$ cat config.mk
export PLATFORM = sky130hd
export DESIGN_NAME = car_lane_ctrl
export DESIGN_NICKNAME = d
export VERILOG_FILES = /design/src/rtl/car_lane_ctrl_pkg.sv /design/src/rtl/car_lane_ctrl_button_debounce.sv /design/src/rtl/car_lane_ctrl.sv
export SDC_FILE = /design/constraint.sdc
export NUM_CORES = 1
export LEC_CHECK = 0
export ABC_AREA = 1
export BUFFER_PORTS_ARGS = -buffer_cell sky130_fd_sc_hd__buf_2
export CORE_MARGIN = 5
export CORE_UTILIZATION = 55
export DETAILED_ROUTE_END_ITERATION = 8
export GPL_TIMING_DRIVEN = 0
export PLACE_DENSITY = 0.76
export REMOVE_ABC_BUFFERS = 1
export SLEW_MARGIN = 40
export SYNTH_ARGS = -nofsm -noshare
export SYNTH_HDL_FRONTEND = slang
export SYNTH_SLANG_ARGS = --single-unit
$ cat constraint.sdc
create_clock -name vga_clk -period 2.61 [get_ports vga_clk]
set_input_delay 0 -clock vga_clk [delete_from_list [all_inputs] [get_ports vga_clk]]
set_output_delay 0 -clock vga_clk [all_outputs]
set_load 0.005 [all_outputs]
$ cat src/rtl/car_lane_ctrl_pkg.sv
// +----------------------------------------------------------------------+
// | car_lane_ctrl_pkg : shared lane geometry, lane codes and FSM states   |
// | Revision 1.0                                                         |
// +----------------------------------------------------------------------+
`default_nettype none

package car_lane_ctrl_pkg;

    localparam int unsigned c_XW = 10;

    localparam logic [c_XW-1:0] c_LANE_L_X = 10'd197;
    localparam logic [c_XW-1:0] c_LANE_C_X = 10'd279;
    localparam logic [c_XW-1:0] c_LANE_R_X = 10'd361;
    localparam logic [c_XW-1:0] c_CAR_Y    = 10'd357;
    localparam logic [c_XW-1:0] c_STEP_PX  = 10'd4;

    localparam logic [1:0] c_LANE_L = 2'd0;
    localparam logic [1:0] c_LANE_C = 2'd1;
    localparam logic [1:0] c_LANE_R = 2'd2;

    typedef enum logic [1:0] {
        ST_IDLE    = 2'd0,
        ST_SLIDE_L = 2'd1,
        ST_SLIDE_R = 2'd2
    } lane_state_t;

endpackage

`default_nettype wire

$ cat src/rtl/car_lane_ctrl_button_debounce.sv
// +----------------------------------------------------------------------+
// | car_lane_ctrl_button_debounce : 2-FF sync, stability counter and     |
// | one-shot pulse on the debounced rising edge                          |
// | Revision 1.0                                                         |
// +----------------------------------------------------------------------+
`default_nettype none

module car_lane_ctrl_button_debounce #(
    parameter int unsigned DB_CYCLES = 250000
) (
    input  logic clk,
    input  logic rst_n,
    input  logic i_btn,
    output logic o_pulse
);

    localparam int unsigned    c_CW      = $clog2(DB_CYCLES + 1);
    localparam logic [c_CW-1:0] c_CNT_MAX = c_CW'(DB_CYCLES - 1);

    logic [1:0]      r_sync;
    logic            r_db;
    logic            r_pulse;
    logic [c_CW-1:0] r_cnt;
    logic            w_s;

    assign w_s     = r_sync[1];
    assign o_pulse = r_pulse;

    // Counter only runs while the synchronised level disagrees with the
    // accepted level; any return to agreement reloads it.
    always_ff @(posedge clk or negedge rst_n) begin
        if (!rst_n) begin
            r_sync  <= 2'b00;
            r_db    <= 1'b0;
            r_pulse <= 1'b0;
            r_cnt   <= '0;
        end else begin
            r_sync  <= {r_sync[0], i_btn};
            r_pulse <= 1'b0;
            if (w_s == r_db) begin
                r_cnt <= '0;
            end else if (r_cnt == c_CNT_MAX) begin
                r_db    <= w_s;
                r_pulse <= w_s;
                r_cnt   <= '0;
            end else begin
                r_cnt <= r_cnt + 1'b1;
            end
        end
    end

endmodule

`default_nettype wire

$ cat src/rtl/car_lane_ctrl.sv
// +----------------------------------------------------------------------+
// | car_lane_ctrl : debounced lane requests drive a 3-lane slide FSM     |
// | that updates the car sprite x origin only on frame_tick              |
// | Revision 1.0                                                         |
// +----------------------------------------------------------------------+
`default_nettype none

module car_lane_ctrl
    import car_lane_ctrl_pkg::*;
#(
    parameter logic [9:0]  LANE_L_X  = c_LANE_L_X,
    parameter logic [9:0]  LANE_C_X  = c_LANE_C_X,
    parameter logic [9:0]  LANE_R_X  = c_LANE_R_X,
    parameter logic [9:0]  CAR_Y     = c_CAR_Y,
    parameter logic [9:0]  STEP_PX   = c_STEP_PX,
    parameter int unsigned DB_CYCLES = 250000
) (
    input  logic       vga_clk,
    input  logic       reset,
    input  logic       left,
    input  logic       right,
    input  logic       frame_tick,
    output logic [9:0] offset_car_x,
    output logic [9:0] offset_car_y,
    output logic [1:0] lane,
    output logic       moving
);

    lane_state_t r_state, w_state_nxt;
    logic [1:0]  r_lane, w_lane_nxt;
    logic [1:0]  r_target, w_target_nxt;
    logic [9:0]  r_x, w_x_nxt;
    logic        r_pend_v, w_pend_v_nxt;
    logic        r_pend_r, w_pend_r_nxt;

    logic        w_pulse_l, w_pulse_r;
    logic        w_req_l, w_req_r, w_any_req;
    logic        w_want_l, w_want_r;
    logic [9:0]  w_target_x, w_dist;

    function automatic logic [9:0] f_lane_x(input logic [1:0] i_l);
        case (i_l)
            c_LANE_L: f_lane_x = LANE_L_X;
            c_LANE_R: f_lane_x = LANE_R_X;
            default:  f_lane_x = LANE_C_X;
        endcase
    endfunction

    car_lane_ctrl_button_debounce #(.DB_CYCLES(DB_CYCLES)) u_db_left (
        .clk     (vga_clk),
        .rst_n   (reset),
        .i_btn   (left),
        .o_pulse (w_pulse_l)
    );

    car_lane_ctrl_button_debounce #(.DB_CYCLES(DB_CYCLES)) u_db_right (
        .clk     (vga_clk),
        .rst_n   (reset),
        .i_btn   (right),
        .o_pulse (w_pulse_r)
    );

    // Simultaneous requests cancel each other.
    assign w_req_l   = w_pulse_l & ~w_pulse_r;
    assign w_req_r   = w_pulse_r & ~w_pulse_l;
    assign w_any_req = w_req_l | w_req_r;

    // A fresh request wins over the stored one.
    assign w_want_l = w_any_req ? w_req_l : (r_pend_v & ~r_pend_r);
    assign w_want_r = w_any_req ? w_req_r : (r_pend_v &  r_pend_r);

    assign w_target_x = f_lane_x(r_target);
    assign w_dist     = (w_target_x >= r_x) ? (w_target_x - r_x) : (r_x - w_target_x);

    always_comb begin
        w_state_nxt  = r_state;
        w_lane_nxt   = r_lane;
        w_target_nxt = r_target;
        w_x_nxt      = r_x;
        w_pend_v_nxt = r_pend_v;
        w_pend_r_nxt = r_pend_r;
        case (r_state)
            ST_IDLE: begin
                w_pend_v_nxt = 1'b0;
                if (w_want_l && (r_lane != c_LANE_L)) begin
                    w_state_nxt  = ST_SLIDE_L;
                    w_target_nxt = r_lane - 2'd1;
                end else if (w_want_r && (r_lane != c_LANE_R)) begin
                    w_state_nxt  = ST_SLIDE_R;
                    w_target_nxt = r_lane + 2'd1;
                end
            end
            ST_SLIDE_L, ST_SLIDE_R: begin
                if (w_any_req) begin
                    w_pend_v_nxt = 1'b1;
                    w_pend_r_nxt = w_req_r;
                end
                if (frame_tick) begin
                    if (w_dist <= STEP_PX) begin
                        w_x_nxt     = w_target_x;
                        w_lane_nxt  = r_target;
                        w_state_nxt = ST_IDLE;
                    end else if (r_state == ST_SLIDE_R) begin
                        w_x_nxt = r_x + STEP_PX;
                    end else begin
                        w_x_nxt = r_x - STEP_PX;
                    end
                end
            end
            default: w_state_nxt = ST_IDLE;
        endcase
    end

    always_ff @(posedge vga_clk or negedge reset) begin
        if (!reset) begin
            r_state  <= ST_IDLE;
            r_lane   <= c_LANE_C;
            r_target <= c_LANE_C;
            r_x      <= LANE_C_X;
            r_pend_v <= 1'b0;
            r_pend_r <= 1'b0;
        end else begin
            r_state  <= w_state_nxt;
            r_lane   <= w_lane_nxt;
            r_target <= w_target_nxt;
            r_x      <= w_x_nxt;
            r_pend_v <= w_pend_v_nxt;
            r_pend_r <= w_pend_r_nxt;
        end
    end

    assign offset_car_x = r_x;
    assign offset_car_y = CAR_Y;
    assign lane         = r_lane;
    assign moving       = (r_state != ST_IDLE);

endmodule

`default_nettype wire

==> impl_results.md <==
- Htree depth: 3
- Failing checks: negative setup slack
- Global-route wire length before repair: 16,260 µm
- Mapped Cells: around 600
- Dpl ws: -525.1 ps
- Worst Slack Setup Final: -109.2 ps
- Max VDD drop: 0.3329 mV
- # Max-Cap Violations: 0
- Core area: 7647 µm²
- CTS tree: done
- DR DRC count: 0
- Area of the multi-input gates: 2649 µm²
- Asr flop ratio synth: 100.0%
- Power density over the cells: 378.2 nW/µm²
- Area Growth Syn to Fin: 21.06%
- R2R depth: 15
- Clock Skew: 12.01 ps
- Sequential share of the synthesized area: 36.38%
- Clock Sinks: 62
- Final min period: 2719 ps
- Port bufs: 17
- Die height: 98.31 µm
- Hold Crit Depth: 6
- Antenna-violating nets left: 0
- Final Hold Fails: 0
- Initial antenna violation count: 0
- Deepest clock path buffer count: 2
- Largest net degree at the start of global routing: 63
- FF/Latch Area: 1562 µm²
- Top_reg_cell synth: dfrtp_1
- Final total power: 1.964 mW
- Vias in the first global route: 3,696
- Critical Path Fanout Max: 7
- Routed WL: 10,470 µm
- F_max: 367.8 MHz
- Total vias in the final route: 4,004
- Die width: 98.31 µm
- HPWL after DPL: 6855 µm
- Syn avg cell area: 7.233 µm²
- Site Rows: 32
- GP Congestion: 0.9400
- Seq cells post-synth: 62
- Layout cell share with drive strength beyond 1: 21.37%
- GRT Residual Overflow: 0
- Crit start category: flip-flop
- # fillers: 608
- Worst skew pair latency: 340 ps
- # nets final: 669
- Overall die area: 9665 µm²
- Clk root buf: clkbuf_8
- Antenna Cells: 0
- Hold Path Class: in2reg
- Post-synthesis cell area: 4289 µm²
- Final setup violation count: 13
- Worst-Margin Slew: 630.8 ps
- Crit end category: flip-flop
- Reg clk slew, reported paths: 70 ps
- Slew Limit Headroom: 57.79%
- Iteration-0 DRC Markers: approximately 180
- Yosys cell types: 39
- CTS Buf Count: 9
- Crit path required time: 2840 ps
- I/O Pins: 28
- Avg WL per Cell: roughly 14 µm
- Outcome: finished, violations left
- Period utilisation layout: 104.2%
- Initial Util: between 50% and 60%
- RSZ-0062 raised after global routing: true
- Global Route Usage Sum: 20.43%
- Fin. max-slew vios: 0
- Warnings from Yosys: 0
- Crit path DAT: 2950 ps
- Number of vias per cell: 5.389
- CP Class: reg2reg
- P_leak: between 2 and 3 nW
- Post-synth EDFFs: 0
- Pre-Repair DR Iteration Count: 6
==> area by class of cell <==
class	instances	area share, %
Tap cell	102	2.458
Inverter	91	6.723
Clock buffer	13	2.867
Sequential cell	62	30.07
Clock inverter	3	1.301
Multi-Input combinational cell	434	51.01
Timing Repair Buffer	38	5.566
==> flip-flops by register name, summed over array words and instances, names as in the netlist, 2 cells and up <==
signal and cells:
u_db_left.r_cnt 18, u_db_right.r_cnt 18, offset_car_x 10, lane 2, r_state 2, r_target 2
u_db_left.r_sync 2, u_db_right.r_sync 2
==> metrics by stage <==
stage	setup TNS [ps]	area, µm²	hold WS (ps)	util [%]	instances
2_1_floorplan	0	4213	-295.6	-	586
3_3_place_gp	-5623	4425	107.3	57.87	705
3_5_place_dp	-6343	4428	109.3	57.90	705
4_1_cts	0	4923	76.22	64.38	734
5_1_grt	-1960	5192	108.6	67.90	743
6_report	-1021	5192	92.07	67.90	743
==> power by group <==
| group | total [mW] | internal, mW | switching [mW] | leakage, nW |
|---|---|---|---|---|
| clock network | 0.928 | 0.565 | 0.363 | 0.104 |
| logic | 0.0575 | 0.0159 | 0.0416 | 1.58 |
| registers | 0.978 | 0.972 | 0.00597 | 0.820 |
| total | 1.96 | 1.55 | 0.410 | 2.51 |
==> per-layer routing <==
layer | share of wire [%] | track usage (%) | up-vias | wire (µm)
met5 | 0 | 0 | - | 0
li1 | - | - | 1968 | -
met4 | 3.3 | 9.139 | 0 | 342
met1 | 40 | 24.26 | 1887 | 4181
met3 | 4.7 | 3.571 | 39 | 492
met2 | 52 | 35.99 | 110 | 5455
==> synth_stat cells, drive strengths merged (2+ instances only) <==
cell type | count | area (µm²)
nand2 | 156 | 618.1
inv | 91 | 341.6
nor2 | 71 | 311.6
dfrtp | 55 | 1376
nand3 | 46 | 235.2
a21oi | 31 | 170.2
ha | 26 | 325.3
o21ai | 24 | 120.1
nor3 | 15 | 75.07
buf | 13 | 98.84
nand4 | 13 | 81.33
xor2 | 12 | 105.1
dfstp | 7 | 183.9
nor4 | 6 | 37.54
nor3b | 4 | 30.03
xnor2 | 4 | 35.03
and3 | 3 | 18.77
a31oi | 2 | 12.51
clkbuf | 2 | 7.510
conb | 2 | 7.510
fa | 2 | 40.04
or2 | 2 | 12.51
==> worst paths after layout <==
check,from,to,slack (ps)
max,r_target[0],offset_car_x[6],-110
min,frame_tick,lane[0],90
max reg2reg,r_target[0],offset_car_x[6],-110
min reg2reg,u_db_left.r_sync[0],u_db_left.r_sync[1],350
max in group asynchronous,reset,r_target[1],1980
min in group asynchronous,reset,u_db_left.r_cnt[15],190
==> logic make-up (layout without fill, tap and decap cells) <==
| logic type | count (synthesis) | in the layout | synth area share (%) |
|---|---|---|---|
| AND/OR/NAND/NOR | 316 | 317 | 33.11 |
| buffers and inverters | 106 | 145 | 10.44 |
| AO/OA/AOI/OAI | 63 | 63 | 8.110 |
| flip-flops | 62 | 62 | 36.38 |
| adder cells (fa/ha/maj) | 28 | 28 | 8.518 |
| XOR/XNOR | 16 | 16 | 3.267 |
| other | 2 | 10 | 0.1751 |
==> repair_timing <==
| item | 4_1_cts | 5_1_grt |
|---|---|---|
| gates cloned | 1 | 0 |
| pin swaps | 9 | 19 |
| gates resized for setup | 38 | 45 |
| hold buffers | 3 | 0 |
| setup endpoints to repair | 14 | 14 |
| hold endpoints to repair | 57 | 0 |
| setup buffers | 9 | 9 |
==> critical path: stages (launching register included) <==
cell	delay, ps
dfstp_2	680
inv_6	100
ha_4	180
fa_2	380
inv_1	90
nand2_1	100
nand4_1	120
nand3_1	100
nor2_1	120
nor2_2	70
nor2_4	170
nand3_4	180
nor2_4	160
nor2_1	50
nand2_1	70
nand2_1	40
==> placed cells by master (no fill, tap or decap), types with 3 or more instances in the layout <==
cell and count:
a21oi_1 26, nor3b_1 4, o21ai_1 5, nand3_2 5, nor3_1 15, xnor2_1 4
nand2_4 9, dlygate4sd3_1 3, a21oi_4 3, clkbuf_8 10, nor2_4 11, inv_2 10
conb_1 10, clkbuf_1 3, buf_2 16, dfrtp_1 54, nor2_2 6, xor2_1 12
ha_4 9, buf_4 14, dfstp_2 7, nand3_1 39, buf_6 3, o21ai_0 19
nand3_4 3, inv_1 79, and3_1 3, nand2_1 131, nor2_1 54, nand2_2 16
nor4_1 6, ha_1 16, nand4_1 13
Note: power is estimated with default switching activity, not from simulation.
